<file path="src/rtl/fetch_hazard_ctrl_if.sv">
// Bundle of the fetch sequencer's pipeline-facing signals: hazard and cache
// status coming in, PC / pipeline-register control and perf counters going out.
interface fetch_hazard_ctrl_if #(
    parameter int DATA_WIDTH = 32,
    parameter int CNT_W      = 32
);
    // Instruction cache
    logic                  ic_hit;
    logic                  ic_fill_done;
    logic                  ic_miss_req;
    // Decode-stage operands
    logic [4:0]            d_rs1;
    logic [4:0]            d_rs2;
    logic                  d_use_rs1;
    logic                  d_use_rs2;
    // Execute-stage status
    logic [4:0]            e_rd;
    logic                  e_mem_read;
    logic                  e_redirect;
    logic [DATA_WIDTH-1:0] e_target;
    // Data cache
    logic                  mem_stall;
    // PC and pipeline-register control
    logic                  pc_en;
    logic                  pc_sel;
    logic [DATA_WIDTH-1:0] pc_target;
    logic                  valid_f;
    logic                  fd_en;
    logic                  fd_flush_n;
    logic                  de_en;
    logic                  de_flush_n;
    // Performance counters
    logic [CNT_W-1:0]      stall_cnt;
    logic [CNT_W-1:0]      flush_cnt;

    // Sequencer side
    modport master (
        input  ic_hit, ic_fill_done, d_rs1, d_rs2, d_use_rs1, d_use_rs2,
               e_rd, e_mem_read, e_redirect, e_target, mem_stall,
        output ic_miss_req, pc_en, pc_sel, pc_target, valid_f, fd_en,
               fd_flush_n, de_en, de_flush_n, stall_cnt, flush_cnt
    );

    // Pipeline / cache side
    modport slave (
        output ic_hit, ic_fill_done, d_rs1, d_rs2, d_use_rs1, d_use_rs2,
               e_rd, e_mem_read, e_redirect, e_target, mem_stall,
        input  ic_miss_req, pc_en, pc_sel, pc_target, valid_f, fd_en,
               fd_flush_n, de_en, de_flush_n, stall_cnt, flush_cnt
    );
endinterface

</file>
<file path="src/rtl/fetch_hazard_ctrl.sv">
// Fetch front-end sequencer. Controls PC update and the F/D and D/E pipeline
// registers while resolving icache misses, load-use hazards, execute redirects
// and dcache stalls. A redirect that arrives during an icache miss is latched
// and replayed once the fill completes.
module fetch_hazard_ctrl #(
    parameter int DATA_WIDTH = 32,
    parameter int CNT_W      = 32
) (
    input  logic                clk,
    input  logic                rst_n,
    fetch_hazard_ctrl_if.master pipe_io
);

    typedef enum logic [1:0] {
        ST_RUN        = 2'd0,
        ST_MISS       = 2'd1,
        ST_MISS_REDIR = 2'd2,
        ST_REDIR      = 2'd3
    } state_e;

    state_e                state_q, state_d;
    logic [DATA_WIDTH-1:0] tgt_q, tgt_d;

    logic load_use;
    logic pc_en, pc_sel, valid_f, fd_en, fd_flush_n, de_en, de_flush_n, miss_req;
    logic redir_acc;   // a redirect is accepted this cycle
    logic stall_inc;   // PC held for a reason other than redirect

    // A load in execute whose destination is read by the instruction in decode.
    assign load_use = pipe_io.e_mem_read && (pipe_io.e_rd != 5'd0) &&
                      ((pipe_io.d_use_rs1 && (pipe_io.d_rs1 == pipe_io.e_rd)) ||
                       (pipe_io.d_use_rs2 && (pipe_io.d_rs2 == pipe_io.e_rd)));

    // Next-state and zero-latency control outputs; priority is
    // mem_stall > e_redirect > load_use > icache miss.
    always_comb begin
        state_d    = state_q;
        tgt_d      = tgt_q;
        pc_en      = 1'b0;
        pc_sel     = 1'b0;
        valid_f    = 1'b0;
        fd_en      = 1'b1;
        fd_flush_n = 1'b1;
        de_en      = 1'b1;
        de_flush_n = 1'b1;
        miss_req   = (state_q != ST_RUN);
        redir_acc  = 1'b0;

        if (pipe_io.mem_stall) begin
            // Whole pipe frozen; a completing fill still advances the miss FSM.
            fd_en = 1'b0;
            de_en = 1'b0;
            if (state_q == ST_REDIR) begin
                miss_req = 1'b0;
            end
            if (pipe_io.ic_fill_done) begin
                if (state_q == ST_MISS) begin
                    state_d = ST_RUN;
                end else if (state_q == ST_MISS_REDIR) begin
                    state_d = ST_REDIR;
                end
            end
        end else begin
            case (state_q)
                ST_RUN: begin
                    if (pipe_io.e_redirect) begin
                        pc_sel     = 1'b1;
                        pc_en      = 1'b1;
                        fd_flush_n = 1'b0;
                        de_flush_n = 1'b0;
                        redir_acc  = 1'b1;
                    end else if (load_use) begin
                        fd_en      = 1'b0;
                        de_flush_n = 1'b0;
                    end else if (!pipe_io.ic_hit) begin
                        fd_flush_n = 1'b0;
                        miss_req   = 1'b1;
                        state_d    = ST_MISS;
                    end else begin
                        pc_en   = 1'b1;
                        valid_f = 1'b1;
                    end
                end
                ST_MISS: begin
                    fd_flush_n = 1'b0;
                    if (pipe_io.e_redirect && pipe_io.ic_fill_done) begin
                        // Fill finished, so the redirect can go straight to the PC.
                        pc_sel     = 1'b1;
                        pc_en      = 1'b1;
                        de_flush_n = 1'b0;
                        redir_acc  = 1'b1;
                        state_d    = ST_RUN;
                    end else if (pipe_io.e_redirect) begin
                        // Fill still outstanding: remember where to go afterwards.
                        de_flush_n = 1'b0;
                        tgt_d      = pipe_io.e_target;
                        redir_acc  = 1'b1;
                        state_d    = ST_MISS_REDIR;
                    end else begin
                        if (load_use) begin
                            fd_en      = 1'b0;
                            fd_flush_n = 1'b1;
                            de_flush_n = 1'b0;
                        end
                        // PC never moved, so the refetch after the fill hits.
                        if (pipe_io.ic_fill_done) begin
                            state_d = ST_RUN;
                        end
                    end
                end
                ST_MISS_REDIR: begin
                    fd_flush_n = 1'b0;
                    if (pipe_io.ic_fill_done) begin
                        pc_sel  = 1'b1;
                        pc_en   = 1'b1;
                        state_d = ST_RUN;
                    end
                end
                default: begin // ST_REDIR: replay the latched redirect
                    pc_sel     = 1'b1;
                    pc_en      = 1'b1;
                    fd_flush_n = 1'b0;
                    miss_req   = 1'b0;
                    state_d    = ST_RUN;
                end
            endcase
        end

        stall_inc = !pc_en && !redir_acc;

        // Reset holds the pipe quiet and drops any outstanding fill request.
        if (!rst_n) begin
            pc_en      = 1'b0;
            pc_sel     = 1'b0;
            valid_f    = 1'b0;
            fd_en      = 1'b0;
            fd_flush_n = 1'b0;
            de_en      = 1'b0;
            de_flush_n = 1'b0;
            miss_req   = 1'b0;
        end
    end

    // State and latched redirect target.
    always_ff @(posedge clk) begin
        if (!rst_n) begin
            state_q <= ST_RUN;
            tgt_q   <= '0;
        end else begin
            state_q <= state_d;
            tgt_q   <= tgt_d;
        end
    end

    // A second redirect while one is already latched would be lost.
    always_ff @(posedge clk) begin
        if (rst_n && (state_q == ST_MISS_REDIR)) begin
            assert (!pipe_io.e_redirect);
        end
    end

    // Perf counters: [0] stall cycles, [1] accepted redirects.
    logic [1:0] cnt_inc;
    assign cnt_inc = {redir_acc, stall_inc};

    for (genvar gi = 0; gi < 2; gi++) begin : g_cnt
        logic [CNT_W-1:0] cnt_q;
        // Saturating event counter; holds at all-ones instead of wrapping.
        always_ff @(posedge clk) begin
            if (!rst_n) begin
                cnt_q <= '0;
            end else if (cnt_inc[gi] && (cnt_q != {CNT_W{1'b1}})) begin
                cnt_q <= cnt_q + {{(CNT_W-1){1'b0}}, 1'b1};
            end
        end
    end

    assign pipe_io.stall_cnt   = g_cnt[0].cnt_q;
    assign pipe_io.flush_cnt   = g_cnt[1].cnt_q;
    assign pipe_io.pc_en       = pc_en;
    assign pipe_io.pc_sel      = pc_sel;
    assign pipe_io.pc_target   = ((state_q == ST_MISS_REDIR) || (state_q == ST_REDIR)) ?
                                 tgt_q : pipe_io.e_target;
    assign pipe_io.valid_f     = valid_f;
    assign pipe_io.fd_en       = fd_en;
    assign pipe_io.fd_flush_n  = fd_flush_n;
    assign pipe_io.de_en       = de_en;
    assign pipe_io.de_flush_n  = de_flush_n;
    assign pipe_io.ic_miss_req = miss_req;

endmodule

</file>
<file path="src/flat_wrapper.sv">
// flat-port wrapper written by rule: the top's interface ports become plain ports
module fetch_hazard_ctrl_flat 
#(
    parameter int DATA_WIDTH = 32,
    parameter int CNT_W      = 32
)
  (clk, rst_n, pipe_io_ic_hit, pipe_io_ic_fill_done, pipe_io_d_rs1, pipe_io_d_rs2, pipe_io_d_use_rs1, pipe_io_d_use_rs2, pipe_io_e_rd, pipe_io_e_mem_read, pipe_io_e_redirect, pipe_io_e_target, pipe_io_mem_stall, pipe_io_ic_miss_req, pipe_io_pc_en, pipe_io_pc_sel, pipe_io_pc_target, pipe_io_valid_f, pipe_io_fd_en, pipe_io_fd_flush_n, pipe_io_de_en, pipe_io_de_flush_n, pipe_io_stall_cnt, pipe_io_flush_cnt);
  fetch_hazard_ctrl_if #(.DATA_WIDTH(DATA_WIDTH), .CNT_W(CNT_W)) pipe_io_i ();
  input  logic clk;
  input  logic rst_n;
  input wire logic [$bits(pipe_io_i.ic_hit)-1:0] pipe_io_ic_hit;
  input wire logic [$bits(pipe_io_i.ic_fill_done)-1:0] pipe_io_ic_fill_done;
  input wire logic [$bits(pipe_io_i.d_rs1)-1:0] pipe_io_d_rs1;
  input wire logic [$bits(pipe_io_i.d_rs2)-1:0] pipe_io_d_rs2;
  input wire logic [$bits(pipe_io_i.d_use_rs1)-1:0] pipe_io_d_use_rs1;
  input wire logic [$bits(pipe_io_i.d_use_rs2)-1:0] pipe_io_d_use_rs2;
  input wire logic [$bits(pipe_io_i.e_rd)-1:0] pipe_io_e_rd;
  input wire logic [$bits(pipe_io_i.e_mem_read)-1:0] pipe_io_e_mem_read;
  input wire logic [$bits(pipe_io_i.e_redirect)-1:0] pipe_io_e_redirect;
  input wire logic [$bits(pipe_io_i.e_target)-1:0] pipe_io_e_target;
  input wire logic [$bits(pipe_io_i.mem_stall)-1:0] pipe_io_mem_stall;
  output wire logic [$bits(pipe_io_i.ic_miss_req)-1:0] pipe_io_ic_miss_req;
  output wire logic [$bits(pipe_io_i.pc_en)-1:0] pipe_io_pc_en;
  output wire logic [$bits(pipe_io_i.pc_sel)-1:0] pipe_io_pc_sel;
  output wire logic [$bits(pipe_io_i.pc_target)-1:0] pipe_io_pc_target;
  output wire logic [$bits(pipe_io_i.valid_f)-1:0] pipe_io_valid_f;
  output wire logic [$bits(pipe_io_i.fd_en)-1:0] pipe_io_fd_en;
  output wire logic [$bits(pipe_io_i.fd_flush_n)-1:0] pipe_io_fd_flush_n;
  output wire logic [$bits(pipe_io_i.de_en)-1:0] pipe_io_de_en;
  output wire logic [$bits(pipe_io_i.de_flush_n)-1:0] pipe_io_de_flush_n;
  output wire logic [$bits(pipe_io_i.stall_cnt)-1:0] pipe_io_stall_cnt;
  output wire logic [$bits(pipe_io_i.flush_cnt)-1:0] pipe_io_flush_cnt;
  assign pipe_io_i.ic_hit = pipe_io_ic_hit;
  assign pipe_io_i.ic_fill_done = pipe_io_ic_fill_done;
  assign pipe_io_i.d_rs1 = pipe_io_d_rs1;
  assign pipe_io_i.d_rs2 = pipe_io_d_rs2;
  assign pipe_io_i.d_use_rs1 = pipe_io_d_use_rs1;
  assign pipe_io_i.d_use_rs2 = pipe_io_d_use_rs2;
  assign pipe_io_i.e_rd = pipe_io_e_rd;
  assign pipe_io_i.e_mem_read = pipe_io_e_mem_read;
  assign pipe_io_i.e_redirect = pipe_io_e_redirect;
  assign pipe_io_i.e_target = pipe_io_e_target;
  assign pipe_io_i.mem_stall = pipe_io_mem_stall;
  assign pipe_io_ic_miss_req = pipe_io_i.ic_miss_req;
  assign pipe_io_pc_en = pipe_io_i.pc_en;
  assign pipe_io_pc_sel = pipe_io_i.pc_sel;
  assign pipe_io_pc_target = pipe_io_i.pc_target;
  assign pipe_io_valid_f = pipe_io_i.valid_f;
  assign pipe_io_fd_en = pipe_io_i.fd_en;
  assign pipe_io_fd_flush_n = pipe_io_i.fd_flush_n;
  assign pipe_io_de_en = pipe_io_i.de_en;
  assign pipe_io_de_flush_n = pipe_io_i.de_flush_n;
  assign pipe_io_stall_cnt = pipe_io_i.stall_cnt;
  assign pipe_io_flush_cnt = pipe_io_i.flush_cnt;
  fetch_hazard_ctrl #(.DATA_WIDTH(DATA_WIDTH), .CNT_W(CNT_W)) u_core (.clk(clk), .rst_n(rst_n), .pipe_io(pipe_io_i));
endmodule
</file>
<file path="config.mk">
export PLATFORM = sky130hd
export DESIGN_NAME = fetch_hazard_ctrl_flat
export DESIGN_NICKNAME = d
export VERILOG_FILES = /design/src/rtl/fetch_hazard_ctrl_if.sv /design/src/rtl/fetch_hazard_ctrl.sv /design/src/flat_wrapper.sv
export SDC_FILE = /design/constraint.sdc
export NUM_CORES = 1
export LEC_CHECK = 0
export CAP_MARGIN = 30
export CELL_PAD_IN_SITES_DETAIL_PLACEMENT = 1
export CELL_PAD_IN_SITES_GLOBAL_PLACEMENT = 1
export CORE_ASPECT_RATIO = 1.25
export CORE_MARGIN = 8
export CORE_UTILIZATION = 37
export DETAILED_ROUTE_END_ITERATION = 16
export GPL_ROUTABILITY_DRIVEN = 0
export PLACE_DENSITY_LB_ADDON = 0.1
export SYNTH_ARGS = -nofsm -noshare
export SYNTH_HDL_FRONTEND = slang
export SYNTH_SLANG_ARGS = --single-unit
</file>
<file path="constraint.sdc">
create_clock -name clk -period 5.46 [get_ports clk]
set_input_delay 0.546 -clock clk [delete_from_list [all_inputs] [get_ports clk]]
set_output_delay 0.546 -clock clk [all_outputs]
set_load 0.05 [all_outputs]
</file>
# [After elaboration in Yosys (flattened, before gate mapping)]
# Cells that the tools add are included.
[word_totals] elab_cells=97 register_bits=98 inputBits=56 output_inout_bits=104
[op_classes] n_reduce_logical=18 addsub=2 mux=59 bitwise=2 n_eq_ne=12
[op_table] operator="$add A32 B1 Y32 const B" count=2
[op_table] operator="$ne A32 B32 Y1 const B" count=2
[op_table] operator="$mux W1" count=40
[op_table] operator="$mux W32" count=1
[op_table] operator="$mux W2" count=10
[op_table] operator="$eq A5 B5 Y1" count=2
[op_table] operator="$pmux W1 S2" count=5
[op_table] operator="$ne A3 B3 Y1 const B" count=3
[op_table] operator="$logic_and A1 B1 Y1" count=8
[op_table] operator="$pmux W1 S3" count=2
[op_table] operator="$pmux W2 S3" count=1
[op_table] operator="$reduce_and A5 Y1" count=1
[op_table] operator="$reduce_bool A5 Y1" count=1
[op_table] operator="$eq A2 B2 Y1 const B" count=2
[op_table] operator="$reduce_and A4 Y1" count=1
[op_table] operator="$ne A3 B1 Y1 const B" count=1
[op_table] operator="$eq A2 B1 Y1 const B" count=1
[op_table] operator="$logic_not A1 Y1" count=2
[op_table] operator="$logic_not A2 Y1" count=1
[op_table] operator="$logic_or A1 B1 Y1" count=2
[op_table] operator="$ne A2 B2 Y1 const B" count=1
[op_table] operator="$not A1 Y1" count=2
[op_table] operator="$reduce_bool A2 Y1" count=1
[op_table] operator="$reduce_or A2 Y1" count=1

# [Logic depth before layout (Yosys ltp)]
# Gate-level depths: netlist (run 1).
[depth] depth_word=11 ltp_mapped=11 depth_no_buf=8

# [Least setup slack after synthesis (run 1)]
# OpenSTA, ideal clock, no wires.
[synth_timing] kind="input-to-output" startpoint="input pipe_io_e_rd[1]" endpoint="output pipe_io_valid_f" arrival_ps=2604 n_path_buf=0 setup_slack_ps=2310 t_required_ps=4914 cell_stages=4 path_cell_list="or3_1 > o311ai_2 > nand2_1 > nor3_1"
[synth_between] elab_chain_len=9 word_cells_on_any_way=13 classes_between="eq/ne (2); mux (5); reduce/logical (6)"
[synth_rtl] element="start: declaration" line_no="flat_wrapper.sv:17" text="input wire logic [$bits(pipe_io_i.e_rd)-1:0] pipe_io_e_rd;"
[synth_rtl] element="$eq A5 B5 Y1, on equally long branches" line_no="fetch_hazard_ctrl.sv:31, fetch_hazard_ctrl.sv:32"
[synth_rtl] element="$logic_and A1 B1 Y1, on equally long branches" line_no="fetch_hazard_ctrl.sv:31, fetch_hazard_ctrl.sv:32"
[synth_rtl] element="$logic_or A1 B1 Y1" line_no="fetch_hazard_ctrl.sv:31" text="((pipe_io.d_use_rs1 && (pipe_io.d_rs1 == pipe_io.e_rd)) ||"
[synth_rtl] element="$logic_and A1 B1 Y1 *" line_no="fetch_hazard_ctrl.sv:30" text="assign load_use = pipe_io.e_mem_read && (pipe_io.e_rd != 5'd0) &&"
[synth_rtl] element="$mux W1 *" line_no="fetch_hazard_ctrl.sv:72" text="end else if (load_use) begin"
[synth_rtl] element="$mux W1 *" line_no="fetch_hazard_ctrl.sv:66" text="if (pipe_io.e_redirect) begin"
[synth_rtl] element="$mux W1 *" line_no="fetch_hazard_ctrl.sv:64" text="case (state_q)"
[synth_rtl] element="$mux W1 *" line_no="fetch_hazard_ctrl.sv:49" text="if (pipe_io.mem_stall) begin"
[synth_rtl] element="$mux W1 *" line_no="fetch_hazard_ctrl.sv:132" text="if (!rst_n) begin"
[synth_rtl] element="end: declaration" line_no="flat_wrapper.sv:26" text="output wire logic [$bits(pipe_io_i.valid_f)-1:0] pipe_io_valid_f;"
# Mark *: on every way between the ends. The rest lies on a longest branch, timed or not.

# [Worst setup path after layout (run 1)]
[layout_timing] startpoint="input pipe_io_e_rd[1]" endpoint="output pipe_io_pc_en"
[layout_between] elab_chain_len=9 word_cells_on_any_way=13 classes_between="eq/ne (2); mux (5); reduce/logical (6)"
[layout_rtl] element="$eq A5 B5 Y1, on equally long branches" line_no="fetch_hazard_ctrl.sv:31, fetch_hazard_ctrl.sv:32"
[layout_rtl] element="$logic_and A1 B1 Y1, on equally long branches" line_no="fetch_hazard_ctrl.sv:31, fetch_hazard_ctrl.sv:32"
[layout_rtl] element="$logic_or A1 B1 Y1" line_no="fetch_hazard_ctrl.sv:31"
[layout_rtl] element="$logic_and A1 B1 Y1 *" line_no="fetch_hazard_ctrl.sv:30"
[layout_rtl] element="$mux W1 *" line_no="fetch_hazard_ctrl.sv:72"
[layout_rtl] element="$mux W1 *" line_no="fetch_hazard_ctrl.sv:66"
[layout_rtl] element="$pmux W1 S3 *" line_no="fetch_hazard_ctrl.sv:64"
[layout_rtl] element="$mux W1 *" line_no="fetch_hazard_ctrl.sv:49"
[layout_rtl] element="$mux W1 *" line_no="fetch_hazard_ctrl.sv:132"
[layout_rtl] element="end: declaration" line_no="flat_wrapper.sv:23" text="output wire logic [$bits(pipe_io_i.pc_en)-1:0] pipe_io_pc_en;"
# Marks and branches as above.

==> impl_metrics.py, run 1 <==
metrics = {
    "placement": {
        "dpl.hpwl_um": 13000,
        "numPortBuffers": 159,
        "dpl_worst_slack_ns": 1.54,
    },
    "power_and_ir_drop": {
        "internal_power_mw": 1.22,
        "clockPowerShare_pct": 34.6,
        "switchingPower_mw": 0.578,
        "swShare_pct": 32.2,
        "seq_power_share_pct": 41.1,
        "cellPowerDensity_nw_per_um2": 245,
        "p_leak_nw": 2.36,
        "combPwrFrac_pct": 24.3,
        "ir_worst_vdd_mv": 0.145,
    },
    "clock_network": {
        "cts_resized": 0,
        "cts_root_buf": "clkbuf_16",
        "worstSkewPairLatency_ns": 0.35,
        "cts.sinks": 98,
        "clockBufferDepth": 2,
        "cts-htree-levels": 3,
        "path_clk_slew_ns": 0.07,
        "cts_tree": "built",
        "cts_made_buffers": 9,
        "cts_setup_buffers": 0,
        "hold_buffers": 0,
    },
    "setup_path": {
        "crit-reg2reg-capture": "u_core.pipe_io.flush_cnt[30]",
        "ff2ff_setup_slack_ns": 2.53,
        "crit_path_end_kind": "primary output",
        "crit_start": "pipe_io_e_rd[1]",
        "cp_max_fo": 10,
        "critical_path_required_ns": 4.91,
        "rr_worst_depth": 8,
        "worstSetupStartpointType": "input port",
        "crit_type": "in2out",
        "crit_end": "pipe_io_pc_en",
        "r2r_start": "u_core.state_q[0]",
        "crit_arrival_ns": 3.37,
    },
    "timing": {
        "finClkSkew_ns": 0.0102,
        "final-max-slew-violation-count": 0,
        "finalHoldViolations": 0,
        "period_share_pct": 71.7,
        "setup_tns_ns": 0,
        "setup_ws_ns": 1.54,
        "worst_pin_slew_ns": 0.881,
        "period_minus_slack_ns": 3.92,
        "max-slew-margin-rel_pct": 41.2,
        "fmax_mhz": 255,
        "setup_viol": 0,
        "rsz0062_at_grt": "false",
    },
    "detailed_routing": {
        "remaining_drc_errors": 0,
        "vias_per_cell": 5.44,
        "wl_per_cell_um": 17.8,
        "wirelength_um": 17200,
        "vias": 5240,
        "ant_nets": 0,
        "drt_iter0_drc": 221,
        "firstDrtPassIters": 4,
    },
    "final_layout": {
        "layout_common_cells": "clkdlybuf4s50_1 (159), nand2_1 (102), dfxtp_1 (98)",
        "fillers": 1696,
        "nNetsFinal": 844,
        "multi_input_area_um2": 3150,
        "syn2layout_area_growth_pct": 37.0,
        "seqCellArea_um2": 1960,
        "mostFrequentLayoutCell": "clkdlybuf4s50_1",
        "layout-drive-gt1-share_pct": 10.2,
        "antennaDiodeCount": 0,
    },
    "global_route": {
        "grt_first_pass_wirelength_um": 28000,
        "track_usage_pct": 18.6,
        "grt_max_degree": 69,
        "grt-ovfl-total": 0,
        "first_global_vias": 5636,
        "antenna_found_initial": 0,
    },
    "synthesis": {
        "syn_area_um2": 5340,
        "synth_flop_cell": "dfxtp_1",
        "synth_fa_ha_area_share_pct": 1.64,
        "synth_cell_types": 61,
        "synth_edf_count": 0,
        "synthMuxAreaShare_pct": 8.05,
        "yosysTopAreaCellShare_pct": 36.7,
        "syn_inst": 638,
        "synth-async-reset-ratio_pct": 0,
        "synth_compound_area_share_pct": 14.4,
        "ys_warn_count": 0,
        "ys_seq_area_share_pct": 36.7,
        "synth_xor_area_share_pct": 6.23,
        "yosys.area_share.simple_pct": 28.6,
        "synth_largest_area_cell": "dfxtp_1",
        "synth_nets": 701,
        "ys_ff_latch": 98,
        "yosys-top-cells-area": "dfxtp_1 (37%), nand2_1 (7.2%), mux2_2 (6.7%)",
        "syn_area_per_cell_um2": 8.38,
        "synth_top_family_by_area": "simple AND/OR/NAND/NOR gates",
    },
    "floorplanning": {
        "core_region_area_um2": 14300,
        "start_util_pct": 37.4,
        "die-area_um2": 18600,
        "pin_count": 160,
        "die_w_um": 123,
        "rows": 49,
        "die_y_um": 150,
    },
    "worst_hold_path": {
        "worstHoldPathType": "reg2reg",
    },
    "outcome": {
        "status": "finished, final reports clean",
    },
    "flow_run": {
        "max_cap_violations": 0,
    },
}
[critical path: stages]
cell	delay, ns
clkdlybuf4s50_1	0.48
or3_1	0.43
o311ai_2	0.74
nand2_1	0.17
o21bai_1	0.18
clkdlybuf4s50_1	0.83
[stage by stage]
stage	hold slack, ns	power [mW]	util, %	area (um2)	std cells
after floorplan	0.434	1.04	-	5340	638
after global placement	0.439	1.18	49.2	7030	948
after detailed placement	0.447	1.19	49.2	7030	948
after CTS	0.457	1.82	51.2	7320	964
after global routing	0.478	1.87	51.2	7320	964
final	0.454	1.80	51.2	7320	964
[power groups by stage]
stage | logic (mW) | registers (mW) | clock network, mW
3_5_place_dp | 0.440 | 0.754 | 0
6_report | 0.437 | 0.737 | 0.621
4_1_cts | 0.442 | 0.737 | 0.640
3_3_place_gp | 0.432 | 0.752 | 0
2_1_floorplan | 0.277 | 0.766 | 0
5_1_grt | 0.465 | 0.739 | 0.670
[cells by family (layout without fill, tap and decap cells)]
logic type               count (synthesis)  after routing
AO/OA/AOI/OAI                          117            117
XOR/XNOR                                38             38
adder cells (fa/ha/maj)                  7              7
buffers and inverters                   48            196
flip-flops                              98             98
multiplexers                            39             39
AND/OR/NAND/NOR                        291            291
[per-layer routing]
metal  GRT usage [%]  part of all wire [%]  wire, um
met1            20.1                    40      6900
met2            33.8                    51      8850
met3            4.84                   6.3      1090
met4            7.18                   2.2       370
met5               0                     0         0
[registers in the layout, indices dropped and copies added, names as in the netlist]
name,flops
u_core.pipe_io.flush_cnt,32
u_core.pipe_io.stall_cnt,32
u_core.state_q,2
u_core.tgt_q,32
[synthesized netlist by cell type (13+ instances only)]
cell,instances
a21oi_1,59
or4_1,14
mux2_2,32
o31ai_1,13
nand2_1,102
dfxtp_1,98
o21ai_0,16
xnor2_1,33
nor3_1,18
inv_1,14
clkbuf_1,21
or3_1,14
nor2_1,43
nand3_1,30
[final cells by class]
class	instances	share of cell area, %
timing repair buffer	165	22.4
clock buffer	10	3.26
tap	178	3.04
multi-input combinational	492	43.1
clock inverter	6	0.667
sequential	98	26.8
inverter	15	0.769
[worst min-delay path by stage]
stage / start / slack [ns] / to / cells past startpoint
final: u_core.tgt_q[27] / 0.45 / u_core.tgt_q[27] / 2
after global routing: u_core.tgt_q[7] / 0.48 / u_core.tgt_q[7] / 2
after CTS: u_core.tgt_q[27] / 0.46 / u_core.tgt_q[27] / 2
after detailed placement: u_core.tgt_q[27] / 0.45 / u_core.tgt_q[27] / 2
after global placement: u_core.tgt_q[23] / 0.44 / u_core.tgt_q[23] / 2
after floorplan: u_core.tgt_q[0] / 0.43 / u_core.tgt_q[0] / 2
Power figures use the tool's default switching activity.
==> run 2, diff against run 1 <==
--- a/config.mk
+++ b/config.mk
@@ -10,7 +10,7 @@
 export CELL_PAD_IN_SITES_GLOBAL_PLACEMENT = 1
 export CORE_ASPECT_RATIO = 1.25
 export CORE_MARGIN = 8
-export CORE_UTILIZATION = 37
+export CORE_UTILIZATION = 35
 export DETAILED_ROUTE_END_ITERATION = 16
 export GPL_ROUTABILITY_DRIVEN = 0
 export PLACE_DENSITY_LB_ADDON = 0.1
==> constraint.sdc (replaced) <==
create_clock -name clk -period 4.05 [get_ports clk]
set_input_delay 0.405 -clock clk [delete_from_list [all_inputs] [get_ports clk]]
set_output_delay 0.405 -clock clk [all_outputs]
set_load 0.05 [all_outputs]
==> run 2 against run 1 <==
  * Final cell count rose by 0.52%
  * Via count up 0.59%
  * Highest routed layer unchanged
  * Core utilization fell by 1.8 points
  * Register-to-register slack got worse by 1.3 ns
  * Power grew 37%
  * Clock power increased by 41%
  * Die area increased by 5.0%
  * Critical path depth rose by 3
==> impl_metrics.py, run 2 (synthesis gave the netlist of run 1 again) <==
metrics = {
    "final_layout": {
        "syn2layout_area_growth_pct": 38.2,
        "final_core_util_pct": 49.4,
        "antennaDiodeCount": 0,
        "mostFrequentLayoutCell": "clkdlybuf4s50_1",
        "nNetsFinal": 845,
        "fillers": 1776,
        "fin_area_um2": 7390,
        "fin_cells": 969,
        "layout-drive-gt1-share_pct": 10.9,
        "layout_common_cells": "clkdlybuf4s50_1 (153), nand2_1 (102), dfxtp_1 (98)",
    },
    "placement": {
        "dpl_worst_slack_ns": 0.471,
        "placed_cell_area_um2": 7090,
        "numPortBuffers": 159,
        "dp.cells": 953,
        "dpl.hpwl_um": 13400,
    },
    "power_and_ir_drop": {
        "combPwrFrac_pct": 24.2,
        "p_leak_nw": 2.39,
        "seq_power_share_pct": 40.3,
        "switchingPower_mw": 0.776,
        "fin_total_pwr_mw": 2.46,
        "swShare_pct": 31.5,
        "internal_power_mw": 1.69,
        "ir_worst_vdd_mv": 0.241,
        "clockPowerShare_pct": 35.5,
        "cellPowerDensity_nw_per_um2": 334,
    },
    "flow_run": {
        "max_cap_violations": 0,
    },
    "global_route": {
        "track_usage_pct": 18.1,
        "grt-ovfl-total": 0,
        "grt_max_degree": 58,
        "first_global_vias": 5735,
        "grt_first_pass_wirelength_um": 29000,
        "antenna_found_initial": 0,
    },
    "detailed_routing": {
        "vias_per_cell": 5.44,
        "wl_per_cell_um": 18.2,
        "ant_nets": 0,
        "firstDrtPassIters": 4,
        "vias": 5271,
        "drt_iter0_drc": 203,
        "wirelength_um": 17700,
        "remaining_drc_errors": 0,
    },
    "clock_network": {
        "clockBufferDepth": 2,
        "cts-htree-levels": 3,
        "path_clk_slew_ns": 0.07,
        "cts_setup_buffers": 0,
        "cts_tree": "built",
        "cts.sinks": 98,
        "worstSkewPairLatency_ns": 0.35,
        "cts_root_buf": "clkbuf_16",
        "cts_resized": 0,
        "hold_buffers": 0,
        "cts_made_buffers": 9,
    },
    "setup_path": {
        "crit_path_end_kind": "primary output",
        "critical_path_required_ns": 3.64,
        "crit_type": "in2out",
        "worstSetupStartpointType": "input port",
        "cp_max_fo": 10,
        "crit_arrival_ns": 3.15,
    },
    "outcome": {
        "status": "finished, final reports clean",
    },
    "timing": {
        "setup_tns_ns": 0,
        "period_share_pct": 87.7,
        "max-slew-margin-rel_pct": 47.9,
        "rsz0062_at_grt": "false",
        "fmax_mhz": 281,
        "finClkSkew_ns": 0.00858,
        "final-max-slew-violation-count": 0,
        "finalHoldViolations": 0,
        "period_minus_slack_ns": 3.55,
        "worst_pin_slew_ns": 0.775,
        "setup_viol": 0,
        "setup_ws_ns": 0.497,
        "fin_hold_ws_ns": 0.457,
    },
    "floorplanning": {
        "pin_count": 160,
        "rows": 50,
        "core_region_area_um2": 15000,
        "die_y_um": 154,
        "die_w_um": 127,
        "die-area_um2": 19500,
        "start_util_pct": 35.7,
    },
    "worst_hold_path": {
        "worstHoldPathType": "reg2reg",
    },
}
-- run 2: cell count changes in the layout (fill, tap and decap cells not counted), sizes merged --
| cell | delta |
|---|---|
| clkinv | -1 |
| clkdlybuf4s50 | -6 |
| bufinv | +1 |
| inv | -1 |
| buf | +7 |
| clkinvlp | +1 |
-- run 2: power by group through the flow --
stage | clock, mW | combinational (mW) | sequential (mW)
after global placement | 0 | 0.590 | 1.01
after floorplan | 0 | 0.374 | 1.03
after global routing | 0.929 | 0.632 | 0.995
after detailed placement | 0 | 0.599 | 1.02
final | 0.874 | 0.597 | 0.993
after CTS | 0.900 | 0.603 | 0.993
-- run 2: final timing paths --
kind	from	cells past startpoint	endpoint	slack, ns
hold reg to reg	u_core.tgt_q[14]	2	u_core.tgt_q[14]	0.46
setup reg to reg	u_core.state_q[0]	7	u_core.pipe_io.stall_cnt[9]	1.18
setup / recovery	pipe_io_e_rd[4]	9	pipe_io_fd_flush_n	0.50
hold / removal	u_core.tgt_q[14]	2	u_core.tgt_q[14]	0.46
-- run 2: worst max-delay path: stages --
cell and delay [ns]:
clkdlybuf4s50_1 0.58, xnor2_1 0.15, nand4_1 0.20, o22ai_1 0.28
o311ai_2 0.13, buf_4 0.19, o21ai_0 0.17, and4_1 0.21
clkdlybuf4s50_1 0.82
-- run 2: cell type report --
type,instances,area [um2],share of cell area [%]
inverters,15,56.3,0.762
clock buffers,10,229,3.10
repair buffers,166,1690,22.9
multi-input cells,492,3150,42.7
well taps,182,228,3.08
clock inverters,6,66.3,0.898
flip-flops and latches,98,1960,26.6
-- run 2: metal layers --
layer	wire [um]	global-route usage (%)
met3	964	4.64
met5	0	0
met4	408	7.52
met2	9120	33.0
met1	7170	19.2
==> run 3, diff against run 2 <==
--- a/config.mk
+++ b/config.mk
@@ -13,6 +13,7 @@
 export CORE_UTILIZATION = 35
 export DETAILED_ROUTE_END_ITERATION = 16
 export GPL_ROUTABILITY_DRIVEN = 0
+export MAX_ROUTING_LAYER = met4
 export PLACE_DENSITY_LB_ADDON = 0.1
 export SYNTH_ARGS = -nofsm -noshare
 export SYNTH_HDL_FRONTEND = slang
==> run 3 against run 2 <==
  * Clock power about the same
  * Register-to-register slack is essentially flat
  * Cell area stayed put
  * Largest power group unchanged
  * Via count increased by 0.17%
  * Critical path depth unchanged
  * Clock skew hardly changed
==> impl_metrics.py, run 3 (synthesis gave the netlist of run 1 again) <==
metrics = {
    "timing": {
        "period_share_pct": 87.7,
        "setup_viol": 0,
        "fmax_mhz": 282,
        "rsz0062_at_grt": "false",
        "max-slew-margin-rel_pct": 47.9,
        "final-max-slew-violation-count": 0,
        "finalHoldViolations": 0,
        "period_minus_slack_ns": 3.55,
        "finClkSkew_ns": 0.00856,
        "fin_hold_ws_ns": 0.457,
        "setup_tns_ns": 0,
        "worst_pin_slew_ns": 0.775,
    },
    "clock_network": {
        "clockBufferDepth": 2,
        "cts-htree-levels": 3,
        "hold_buffers": 0,
        "cts_root_buf": "clkbuf_16",
        "cts.sinks": 98,
        "path_clk_slew_ns": 0.07,
        "cts_made_buffers": 9,
        "cts_setup_buffers": 0,
        "worstSkewPairLatency_ns": 0.35,
        "cts_resized": 0,
        "cts_tree": "built",
    },
    "detailed_routing": {
        "wirelength_um": 17700,
        "firstDrtPassIters": 4,
        "drt_iter0_drc": 205,
        "ant_nets": 0,
        "remaining_drc_errors": 0,
        "vias": 5280,
        "vias_per_cell": 5.45,
        "wl_per_cell_um": 18.2,
    },
    "floorplanning": {
        "die_w_um": 127,
        "die_y_um": 154,
        "pin_count": 160,
        "rows": 50,
        "die-area_um2": 19500,
        "start_util_pct": 35.7,
        "core_region_area_um2": 15000,
    },
    "setup_path": {
        "crit_type": "in2out",
        "crit_top_cell": "clkdlybuf4s50_1",
        "slowest_delay_ns": 0.83,
        "cp_cell_sequence": "clkdlybuf4s50_1, xnor2_1, nand4_1, o22ai_1, o311ai_2, buf_4, o21ai_0, and4_1, clkdlybuf4s50_1",
        "critical_path_required_ns": 3.64,
        "worstSetupStartpointType": "input port",
        "crit_arrival_ns": 3.15,
        "rr_worst_depth": 8,
        "r2r_start": "u_core.state_q[0]",
        "crit_start": "pipe_io_e_rd[4]",
        "cp_max_fo": 10,
        "crit_path_end_kind": "primary output",
        "crit_slowest_cell": "clkdlybuf4s50_1",
    },
    "final_layout": {
        "layout_common_cells": "clkdlybuf4s50_1 (153), nand2_1 (102), dfxtp_1 (98)",
        "mostFrequentLayoutCell": "clkdlybuf4s50_1",
        "antennaDiodeCount": 0,
        "fin_area_um2": 7390,
        "nNetsFinal": 845,
        "syn2layout_area_growth_pct": 38.2,
        "layout-drive-gt1-share_pct": 10.9,
    },
    "worst_hold_path": {
        "hold_start": "u_core.tgt_q[20]",
        "worstHoldPathType": "reg2reg",
        "hold_depth": 2,
    },
    "placement": {
        "numPortBuffers": 159,
        "dpl.hpwl_um": 13400,
        "placed_cell_area_um2": 7090,
    },
    "power_and_ir_drop": {
        "p_leak_nw": 2.39,
        "cellPowerDensity_nw_per_um2": 334,
        "ir_worst_vdd_mv": 0.241,
    },
    "flow_run": {
        "max_cap_violations": 0,
    },
    "global_route": {
        "grt_first_pass_wirelength_um": 29000,
        "track_usage_pct": 18.6,
        "first_global_vias": 5737,
        "grt_max_degree": 58,
        "grt-ovfl-total": 0,
        "antenna_found_initial": 0,
    },
    "outcome": {
        "status": "finished, final reports clean",
    },
}
==> run 3: cell counts in the layout (fill, tap and decap cells not counted) <==
No cell type changed its count.
==> run 3: final timing paths <==
path	end	slack, ns
max reg2reg	u_core.pipe_io.flush_cnt[28]	1.18
max	pipe_io_fd_flush_n	0.50
min	u_core.tgt_q[20]	0.46
min reg2reg	u_core.tgt_q[20]	0.46
==> run 3: power breakdown <==
group | switching (mW) | leakage (nW) | internal (mW)
Sequential | 0.0162 | 0.790 | 0.976
Combinational | 0.366 | 1.46 | 0.230
Clock | 0.394 | 0.135 | 0.481
Total | 0.777 | 2.39 | 1.69
==> run 3: area by class of cell <==
class,instances,area [um2]
tap,182,228
fill,1776,7560
sequential,98,1960
timing repair buffer,166,1690
inverter,15,56.3
clock inverter,6,66.3
multi-input combinational,492,3150
clock buffer,10,229
==> run 3: metal layers <==
layer / routed length (um) / global-route usage (%)
met4: 357 / 7.35
met3: 766 / 3.70
met1: 7390 / 19.9
met5: 0 / -
met2: 9160 / 33.0
==> run 3: metrics by stage <==
stage | cells | worst slack, ns | total power, mW | utilization (%)
final | 969 | 0.498 | 2.46 | 49.4
after global routing | 969 | 0.324 | 2.56 | 49.4
after CTS | 969 | 0.453 | 2.50 | 49.4
after detailed placement | 953 | 0.471 | 1.61 | 47.4
after global placement | 953 | 0.649 | 1.60 | 47.4
after floorplan | 638 | 1.06 | 1.41 | -
==> run 3: critical path: cells and delay by family <==
family	cells	cell delay (ns)
XOR/XNOR	1	0.15
AO/OA/AOI/OAI	3	0.58
buffers and inverters	3	1.61
AND/OR/NAND/NOR	2	0.40
